`src/rtl/fp_to_twos_decoder.sv`:
```
// Sequential float-to-linear expander: rebuilds F << E one shift per clock,
// applies the sign and returns a two's-complement sample over ready/valid.
module fp_to_twos_decoder #(
    parameter int EXP_W = 3,
    parameter int SIG_W = 4,
    parameter int OUT_W = 12
) (
    input  logic             clk,
    input  logic             rst_n,
    input  logic             in_valid,
    output logic             in_ready,
    input  logic             in_sign,
    input  logic [EXP_W-1:0] in_exp,
    input  logic [SIG_W-1:0] in_sig,
    output logic             out_valid,
    input  logic             out_ready,
    output logic [OUT_W-1:0] d_out,
    output logic             busy
);

    // The largest significand shifted by the largest exponent must fit the output.
    if (OUT_W < SIG_W + (2 ** EXP_W)) begin : g_width_check
        $error("fp_to_twos_decoder: OUT_W must be >= SIG_W + 2**EXP_W");
    end

    typedef enum logic [1:0] {
        IDLE  = 2'd0,
        SHIFT = 2'd1,
        SIGN  = 2'd2,
        HOLD  = 2'd3
    } state_t;

    state_t             state_r;
    logic [OUT_W-1:0]   mag_r;
    logic [EXP_W-1:0]   cnt_r;
    logic               sign_r;
    logic               in_ready_r;
    logic               out_valid_r;
    logic               busy_r;
    logic [OUT_W-1:0]   d_out_r;

    // Negative zero folds to zero naturally: ~0 + 1 wraps to 0.
    function automatic logic [OUT_W-1:0] apply_sign(input logic neg, input logic [OUT_W-1:0] mag);
        logic [OUT_W-1:0] res;
        if (neg) begin
            res = ~mag + OUT_W'(1);
        end else begin
            res = mag;
        end
        return res;
    endfunction

    // Conversion FSM with all handshake outputs registered.
    always_ff @(posedge clk) begin
        if (!rst_n) begin
            state_r     <= IDLE;
            mag_r       <= '0;
            cnt_r       <= '0;
            sign_r      <= 1'b0;
            in_ready_r  <= 1'b1;
            out_valid_r <= 1'b0;
            busy_r      <= 1'b0;
            d_out_r     <= '0;
        end else begin
            case (state_r)
                IDLE: begin
                    if (in_valid && in_ready_r) begin
                        sign_r     <= in_sign;
                        mag_r      <= OUT_W'(in_sig);
                        cnt_r      <= in_exp;
                        in_ready_r <= 1'b0;
                        busy_r     <= 1'b1;
                        state_r    <= SHIFT;
                    end
                end
                SHIFT: begin
                    if (cnt_r != '0) begin
                        mag_r <= mag_r << 1;
                        cnt_r <= cnt_r - EXP_W'(1);
                    end else begin
                        state_r <= SIGN;
                    end
                end
                SIGN: begin
                    d_out_r     <= apply_sign(sign_r, mag_r);
                    out_valid_r <= 1'b1;
                    state_r     <= HOLD;
                end
                HOLD: begin
                    // Freshly ready IDLE only accepts on the following edge.
                    if (out_ready) begin
                        out_valid_r <= 1'b0;
                        in_ready_r  <= 1'b1;
                        busy_r      <= 1'b0;
                        state_r     <= IDLE;
                    end
                end
                default: begin
                    state_r     <= IDLE;
                    in_ready_r  <= 1'b1;
                    out_valid_r <= 1'b0;
                    busy_r      <= 1'b0;
                end
            endcase
        end
    end

    assign in_ready  = in_ready_r;
    assign out_valid = out_valid_r;
    assign busy      = busy_r;
    assign d_out     = d_out_r;

endmodule

```
`config.mk`:
```
export PLATFORM = sky130hd
export DESIGN_NAME = fp_to_twos_decoder
export DESIGN_NICKNAME = d
export VERILOG_FILES = /design/src/rtl/fp_to_twos_decoder.sv
export SDC_FILE = /design/constraint.sdc
export NUM_CORES = 1
export LEC_CHECK = 0
export CORE_MARGIN = 5
export CORE_UTILIZATION = 45
export DETAILED_ROUTE_END_ITERATION = 12
export DONT_BUFFER_PORTS = 1
export HOLD_SLACK_MARGIN = 0.12
export SLEW_MARGIN = 40
export SYNTH_ARGS = -nofsm -noshare
export SYNTH_HDL_FRONTEND = slang
export SYNTH_SLANG_ARGS = --single-unit
```
`constraint.sdc`:
```
create_clock -name clk -period 5.2 [get_ports clk]
set_clock_uncertainty 0.05 [all_clocks]
set_input_delay 1.04 -clock clk [delete_from_list [all_inputs] [get_ports clk]]
set_output_delay 1.04 -clock clk [all_outputs]
set_load 0.05 [all_outputs]
```
== Word level (Yosys, flattened, before mapping) ==
Cells that the tools add are included.

* Register bits: 33
* Output and inout bits: 15
* Logic and storage cells: 47

* Add/sub/neg operators: 2
* Equality and inequality tests: 7
* Multiplexer cells: 18
* Bitwise operators: 1
* Reduce and logical (&&, ||, !) cells: 11

{| class="wikitable"
|+ Operators with widths
! cell !! count
|-
| $mux 12 || 3
|-
| $pmux 12 s2 || 1
|-
| $add 12x1->12 const B || 1
|-
| $not 12->12 || 1
|-
| $reduce_and 3->1 || 3
|-
| $ne 2x2->1 const B || 4
|-
| $pmux 2 s4 || 1
|-
| $mux 2 || 3
|-
| $mux 3 || 2
|-
| $pmux 1 s2 || 3
|-
| $pmux 3 s2 || 1
|-
| $reduce_bool 2->1 || 3
|-
| $eq 2x2->1 const B || 2
|-
| $mux 1 || 4
|-
| $reduce_and 2->1 || 2
|-
| $reduce_bool 3->1 || 1
|-
| $sub 3x1->3 const B || 1
|-
| $eq 2x1->1 const B || 1
|-
| $logic_not 2->1 || 1
|-
| $logic_and 1x1->1 || 1
|}

== Depth between registers and ports, before layout ==
Gate-level depths: netlist of the first run.

* Word-level depth: 3
* Gate-level depth with buffers: 7

== Worst setup path after synthesis of the first run ==
OpenSTA, ideal clock, no wires.

* Path kind: input port to flip-flop
* Start: in in_valid
* End: reg cnt_r[0]
* Arrival: 2.212 ns
* Required time: 5.080 ns
* Slack: 2.868 ns
* Stages on the path: 5
* Path buffers: 1
* Cells stage by stage: a21boi_0 a211oi_1 buf_2 o21ai_0 a21oi_1

* Longest elaborated chain between the ends: 3

{| class="wikitable"
|+ RTL lines
! what !! line !! source
|-
| start, declared || 10 || <nowiki>input logic in_valid,</nowiki>
|-
| $logic_and 1x1->1 || 67 || <nowiki>if (in_valid && in_ready_r) begin</nowiki>
|-
| $ne 2x2->1 (no source line) || n/a ||
|-
| $reduce_and 3->1 (no source line) || n/a ||
|-
| end signal, assigned || 70 || <nowiki>cnt_r <= in_exp;</nowiki>
|-
| end signal, assigned || 79 || <nowiki>cnt_r <= cnt_r - EXP_W'(1);</nowiki>
|-
| end, declared || 35 || <nowiki>logic [EXP_W-1:0] cnt_r;</nowiki>
|}

Every way passes these cells.
A chain may end at the register's enable or synchronous reset.

== Worst setup path after layout of the first run ==
* Start: reg state_r[1]
* End: reg mag_r[9]

* Longest elaborated chain between the ends: 3
* Elaborated cells between the ends (all ways): 7
* Those cells by class: 3 x eq/ne; 1 x mux; 3 x reduce/logical

{| class="wikitable"
|+ RTL lines
! what !! line !! source
|-
| start, declared || 33 || <nowiki>state_t state_r;</nowiki>
|-
| start signal, assigned || 56 || <nowiki>state_r <= IDLE;</nowiki>
|-
| start signal, assigned || 73 || <nowiki>state_r <= SHIFT;</nowiki>
|-
| start signal, assigned || 81 || <nowiki>state_r <= SIGN;</nowiki>
|-
| $eq 2x1->1 / $logic_not 2->1 (equally long branches) || 65 || <nowiki>case (state_r)</nowiki>
|-
| $ne 2x2->1 (no source line) / $reduce_bool 2->1 (equally long branches) || n/a ||
|-
| $reduce_and 3->1 (no source line) || n/a ||
|-
| end signal, assigned || 69 || <nowiki>mag_r <= OUT_W'(in_sig);</nowiki>
|-
| end signal, assigned || 78 || <nowiki>mag_r <= mag_r << 1;</nowiki>
|-
| end, declared || 34 || <nowiki>logic [OUT_W-1:0] mag_r;</nowiki>
|}

Parallel ways exist; a longest one is shown, timed or not.

==> flow_summary.yaml, run 1 <==
status:
  status: "finished, final reports clean"
final_layout:
  n_antenna_cell: 0
  layout.nets: 217
  area_delta_synth_final_pct: 5.91
  drive_above_1_share_pct: 6.09
  n_fill_cell: 344
  fin_util_pct: 48.5
routing:
  vias_per_cell: 5.45
  wire_per_inst_um: 13.8
  num_vias: 1335
  drt_wl_total_mm: 3.37
  drt_iter0_markers: 80
  antenna_left: 0
  dr.pass1.iters: 4
  drt_drc_violations_left: 0
pwr:
  p_comb_share_pct: 38.6
  vdd_drop_max_mv: 0.308
  power.total_uw: 1070
  seqPwrFrac_pct: 43.5
  power_density_mw_per_mm2: 609
  clkPwrFrac_pct: 17.9
  p_sw_share_pct: 46.1
  p_int_uw: 575
  leakage_uw: 0.000664
  switchingPower_uw: 491
timing:
  period_share_pct: 40.9
  tns_ps: 0
  slew_viol_final: 0
  fin_ws_ps: 3070
  period_needed_ps: 2130
  fmax_mhz: 470
  setup_viol: 0
  rsz0062_at_grt: "no"
  worst_slew_pin_slew_ps: 757
  relSlewSlack_pct: 49.5
  hold_viol_final: 0
clocking:
  clkLatencyLatePin_ps: 280
  cts_setup_buffers: 0
  h-tree-depth: 2
  cts_sinks: 33
  clk_path_buf_depth: 2
  clkTransAtPathRegs_ps: 60
  tritoncts: "built"
  cts_resized: 0
  cts-root-buf: "clkbuf_8"
  cts_made_buffers: 5
  hold_buffers: 0
synthesis:
  synth_cell_type_count: 37
  syn_area_per_cell_um2: 8.22
  synthMuxAreaShare_pct: 5.45
  synth_edf_count: 0
  synthSimpleGateAreaFrac_pct: 15.9
  synthFlopType: "dfxtp_1"
  ys_seq_elements: 33
  syn-cell-area_mm2: 0.00165
  syn_inst: 201
  synth-compound-area-share_pct: 21.1
  synth-xor-area-share_pct: 3.71
  ys_warn_count: 0
  yosys.area_share.adder_pct: 6.06
  ys_seq_area_share_pct: 40.0
  synth_top_family_by_area: "compound AO/OA/AOI/OAI gates"
  mappedNetlistNets: 221
  synthArstFlopShare_pct: 0
critical_path:
  startpoint: "state_r[1]$_SDFFE_PN0P_"
  arrival_ps: 2280
  reg2reg_slack_ps: 3070
  r2r-start: "state_r[1]$_SDFFE_PN0P_"
  crit_path_end_kind: "flop"
  path_max_fanout: 20
  critPathLaunchType: "flop"
  worstReg2RegEnd: "mag_r[9]$_SDFFE_PN0P_"
  reg2reg_depth: 7
  critical_path_class: "flop to flop"
  worstPathRequired_ps: 5350
placement:
  port_buffers: 0
  dp_hpwl_mm: 2.42
  gp_congestion: 0.804
  pre_cts_ws_ps: 2910
min_path:
  hold_path.class: "flop to flop"
  holdPathEnd: "cnt_r[2]$_SDFFE_PN0P_"
  min_path_cells: 2
  min_from: "cnt_r[2]$_SDFFE_PN0P_"
global_route:
  grt_use_met1_pct: 19.9
  grt_pass1_vias: 1247
  grtUsageMet2_pct: 20.3
  grt_overflow: 0
  grt_busiest_layer: "met2"
  grt_usage_pct: 14.5
  use_met3_pct: 4.97
  antenna_found_initial: 0
  grt_max_degree: 26
  grt_pass1_wl_mm: 5.85
floorplanning:
  ios: 27
  start_util_pct: 45.8
  fp.dieH_um: 70.6
  core_mm2: 0.00361
  dieArea_mm2: 0.00498
  fp-row-count: 22
  die_w_um: 70.6
flow_run:
  drv_cap: 0
## cell type report
type | count | area (um^2) | share of cell area, %
flip-flops and latches | 33 | 661 | 37.8
clock buffers | 7 | 86.3 | 4.94
multi-input cells | 137 | 863 | 49.4
repair buffers | 1 | 7.51 | 0.429
well taps | 48 | 60.1 | 3.43
inverters | 19 | 71.3 | 4.08
## cell families (layout without fill, tap and decap cells)
group / after synthesis / after routing
adder cells (fa/ha/maj): 8 / 8
buffers and inverters: 31 / 27
AND/OR/NAND/NOR: 57 / 57
XOR/XNOR: 7 / 7
multiplexers: 9 / 9
flip-flops: 33 / 33
AO/OA/AOI/OAI: 56 / 56
## through the flow
step	cell area [um^2]	hold slack, ps	std cells
floorplan	1650	390	201
global placement	1660	401	238
detailed placement	1660	412	238
CTS	1750	424	245
global route	1750	448	245
finish	1750	422	245
## placed cells by master, fill, tap and decap left out, types with 2 or more instances in the layout
cell       n
mux2i_1    9
nor3_1     2
inv_1     18
o21ai_0   12
a31oi_1    2
o31ai_1    3
dfxtp_1   33
xnor2_1    2
a21oi_1   19
nor2_1    18
nand3_1    9
o22ai_1    2
or4_1      2
clkbuf_8   6
xor2_1     5
a211oi_1   9
nand2_1   18
or3_1      2
ha_1       8
## metal layers
metal / vias up / wire length [um]
li1: 692 / -
met1: 600 / 1680
met4: 0 / 55
met5: - / 0
met3: 5 / 260
met2: 38 / 1380
## critical path: stages, from the launching register on
cell	delay [ps]
dfxtp_1	340
inv_1	110
ha_1	660
nor2_1	140
a211oi_1	210
buf_4	250
nand3_1	100
a21oi_1	190
## how the worst max path moves through the flow
stage	end	slack (ps)	depth (start not counted)
2_1_floorplan	cnt_r[0]$_SDFFE_PN0P_	2870	5
4_1_cts	mag_r[9]$_SDFFE_PN0P_	3040	7
5_1_grt	cnt_r[0]$_SDFFE_PN0P_	2850	7
3_5_place_dp	cnt_r[1]$_SDFFE_PN0P_	2910	4
6_report	mag_r[9]$_SDFFE_PN0P_	3070	7
3_3_place_gp	cnt_r[2]$_SDFFE_PN0P_	2970	4
## registers in the layout (all words and copies together), names as in the netlist
register	cells
d_out	12
busy	1
cnt_r	3
mag_r	12
in_ready	1
state_r	2
out_valid	1
sign_r	1
## cell usage after synthesis (all sizes together) (3+ instances only)
cell type	count	area share, %
o31ai	3	1.4
ha	8	6.1
nand2	18	4.1
xor2	5	2.7
inv	19	4.3
a21oi	19	5.8
or4	3	1.6
mux2i	9	5.5
clkbuf	8	1.8
dfxtp	33	40
nor2	18	4.1
buf	4	1.6
or3	3	1.2
o21ai	13	3.9
a211oi	9	4.1
nand3	9	2.7
## power by group through the flow
| stage | combinational [uW] | clock [uW] | sequential, uW |
|---|---|---|---|
| floorplan | 359 | 0 | 443 |
| global placement | 395 | 0 | 467 |
| detailed placement | 411 | 0 | 471 |
| CTS | 414 | 196 | 465 |
| global route | 467 | 209 | 473 |
| finish | 412 | 190 | 464 |
Power figures use the tool's default switching activity.
==> inputs of run 2 (changes only) <==
--- a/config.mk
+++ b/config.mk
@@ -5,6 +5,7 @@
 export SDC_FILE = /design/constraint.sdc
 export NUM_CORES = 1
 export LEC_CHECK = 0
+export ABC_AREA = 1
 export CORE_MARGIN = 5
 export CORE_UTILIZATION = 45
 export DETAILED_ROUTE_END_ITERATION = 12
==> constraint.sdc (replaced) <==
create_clock -name clk -period 1.85 [get_ports clk]
set_clock_uncertainty 0.05 [all_clocks]
set_input_delay 0.37 -clock clk [delete_from_list [all_inputs] [get_ports clk]]
set_output_delay 0.37 -clock clk [all_outputs]
set_load 0.05 [all_outputs]
==> flow_summary.yaml, run 2 <==
clocking:
  h-tree-depth: 2
  clkTransAtPathRegs_ps: 70
  clk_path_buf_depth: 2
  clkLatencyLatePin_ps: 280
  cts-root-buf: "clkbuf_8"
  cts_made_buffers: 5
  tritoncts: "built"
  cts_sinks: 33
critical_path:
  startpoint: "cnt_r[0]$_SDFFE_PN0P_"
  worstReg2RegEnd: "mag_r[10]$_SDFFE_PN0P_"
  r2r-start: "cnt_r[0]$_SDFFE_PN0P_"
  reg2reg_depth: 10
  critPathLaunchType: "flop"
  reg2reg_slack_ps: 180
  worstPathRequired_ps: 1960
  path_max_fanout: 30
  crit_path_end_kind: "flop"
  arrival_ps: 1780
  critical_path_class: "flop to flop"
synthesis:
  ys_warn_count: 0
  ys_seq_elements: 33
  ys_seq_area_share_pct: 37.8
  synthArstFlopShare_pct: 0
  syn-cell-area_mm2: 0.00175
  syn_area_per_cell_um2: 7.49
  yosys-top-cells-count: "39 x nand2_1, 33 x dfxtp_1, 29 x inv_1"
  netlist_top_cells_area: "dfxtp_1 38%, nand2_1 8.4%, o21ai_0 6.9%"
  synth_top_area_share_pct: 37.8
  syn_inst: 233
  synth_edf_count: 0
  synth_cell_type_count: 25
  mappedNetlistNets: 253
  yosysTopAreaCell: "dfxtp_1"
  synthMostInstantiatedCell: "nand2_1"
  synthFlopType: "dfxtp_1"
final_layout:
  n_antenna_cell: 0
  area_delta_synth_final_pct: 6.02
  final_cell_mix: "39 x nand2_1, 33 x dfxtp_1, 29 x inv_1"
  drive_above_1_share_pct: 12.3
  layout.nets: 257
  final_common_cell: "nand2_1"
  final_cells: 284
  design_area_mm2: 0.00185
floorplanning:
  fp-row-count: 22
  fp.dieH_um: 72.3
  start_util_pct: 47.0
  die_w_um: 72.3
  core_mm2: 0.00372
  ios: 27
  dieArea_mm2: 0.00522
timing:
  tns_ps: 0
  period_needed_ps: 1670
  hold_viol_final: 0
  relSlewSlack_pct: 65.1
  rsz0062_at_grt: "no"
  worst_slew_pin_slew_ps: 522
  period_share_pct: 90.3
  fmax_mhz: 599
  slew_viol_final: 0
  setup_viol: 0
min_path:
  holdPathEnd: "sign_r$_SDFFE_PN0P_"
  min_path_cells: 2
  min_from: "rst_n"
  hold_path.class: "input pin to flop"
routing:
  antenna_left: 0
  dr.pass1.iters: 4
  drt_wl_total_mm: 3.63
  wire_per_inst_um: 12.8
  vias_per_cell: 5.06
  drt_drc_violations_left: 0
  drt_iter0_markers: 97
  num_vias: 1436
global_route:
  grt_max_degree: 31
  grt_pass1_wl_mm: 6.29
  grt_pass1_vias: 1420
  grt_usage_pct: 15.0
  grt_overflow: 0
  antenna_found_initial: 0
placement:
  port_buffers: 0
  dp_cells: 277
  gp_congestion: 0.792
  dp_hpwl_mm: 2.60
  dpl_cell_area_mm2: 0.00177
pwr:
  leakage_uw: 0.000809
  vdd_drop_max_mv: 0.840
  power_density_mw_per_mm2: 2100
flow_run:
  drv_cap: 0
status:
  status: "finished, final reports clean"
## run 2: cell count changes after synthesis, moves of 4 or more
cell | previous run | this run
nand2_1 | 18 | 39
o21ai_0 | 12 | 24
inv_1 | 18 | 29
a211oi_2 | 0 | 9
mux2i_1 | 9 | 0
nand3_1 | 9 | 18
a211oi_1 | 9 | 1
clkbuf_1 | 8 | 0
a21oi_1 | 19 | 23
## run 2: worst max-delay path by stage
stage	to	slack, ps
2_1_floorplan	mag_r[7]$_SDFFE_PN0P_	390
3_3_place_gp	mag_r[0]$_SDFFE_PN0P_	280
3_5_place_dp	mag_r[10]$_SDFFE_PN0P_	210
4_1_cts	mag_r[10]$_SDFFE_PN0P_	180
5_1_grt	mag_r[10]$_SDFFE_PN0P_	20
6_report	mag_r[10]$_SDFFE_PN0P_	180
## run 2: report_power, final
part	internal (uW)	switching, uW	leakage (uW)
combinational	650	1180	0.000497
sequential	1020	547	0.000272
clock	247	252	0.0000399
## run 2: layout make-up
type	count	area, um^2
Clock buffer	5	68.8
Sequential cell	33	661
Fill cell	377	1870
Tap cell	48	60.1
Inverter	31	116
Timing Repair Buffer	8	62.6
Clock inverter	1	5.00
Multi-Input combinational cell	158	877
## run 2: what timing repair did
item                                   CTS  global route
gates resized for setup                  0             0
endpoints found under the hold margin    1             0
hold buffers                             1             0
buffers inserted                         0             0
## run 2: worst max-delay path, cell delays in order, from the launching register on
cell	delay, ps
dfxtp_1	320
inv_1	60
ha_1	190
ha_1	180
inv_1	50
nand2_1	70
o21ai_2	70
nand2_2	50
buf_4	230
a21oi_1	210
a211oi_2	50
## run 2: stage by stage
step | setup WS, ps | power (uW) | hold slack, ps | util (%)
6_report | 179 | 3890 | 169 | 49.8
5_1_grt | 21.9 | 4280 | 168 | 49.8
4_1_cts | 179 | 3930 | 160 | 49.8
3_5_place_dp | 209 | 3420 | 401 | 47.5
3_3_place_gp | 280 | 3410 | 395 | 47.5
2_1_floorplan | 391 | 3140 | 383 | -
## run 2: cells by family (layout without fill, tap and decap cells)
group | after synthesis | count (layout) | share of synthesized area (%)
xor gates and xnor gates | 2 | 2 | 1.00
DFF | 33 | 33 | 37.8
and+or+nand+nor | 80 | 80 | 18.9
buffers and inverters | 42 | 45 | 11.9
AOI/OAI and AO/OA | 68 | 68 | 24.7
adders and majority gates | 8 | 8 | 5.73
## run 2: per-layer routing
layer	vias up	GRT usage, %	part of all wire [%]
met4	0	3.13	0.77
met3	4	5.40	6.3
li1	773	-	-
met1	628	20.3	50
met2	31	23.1	43
met5	-	0	0
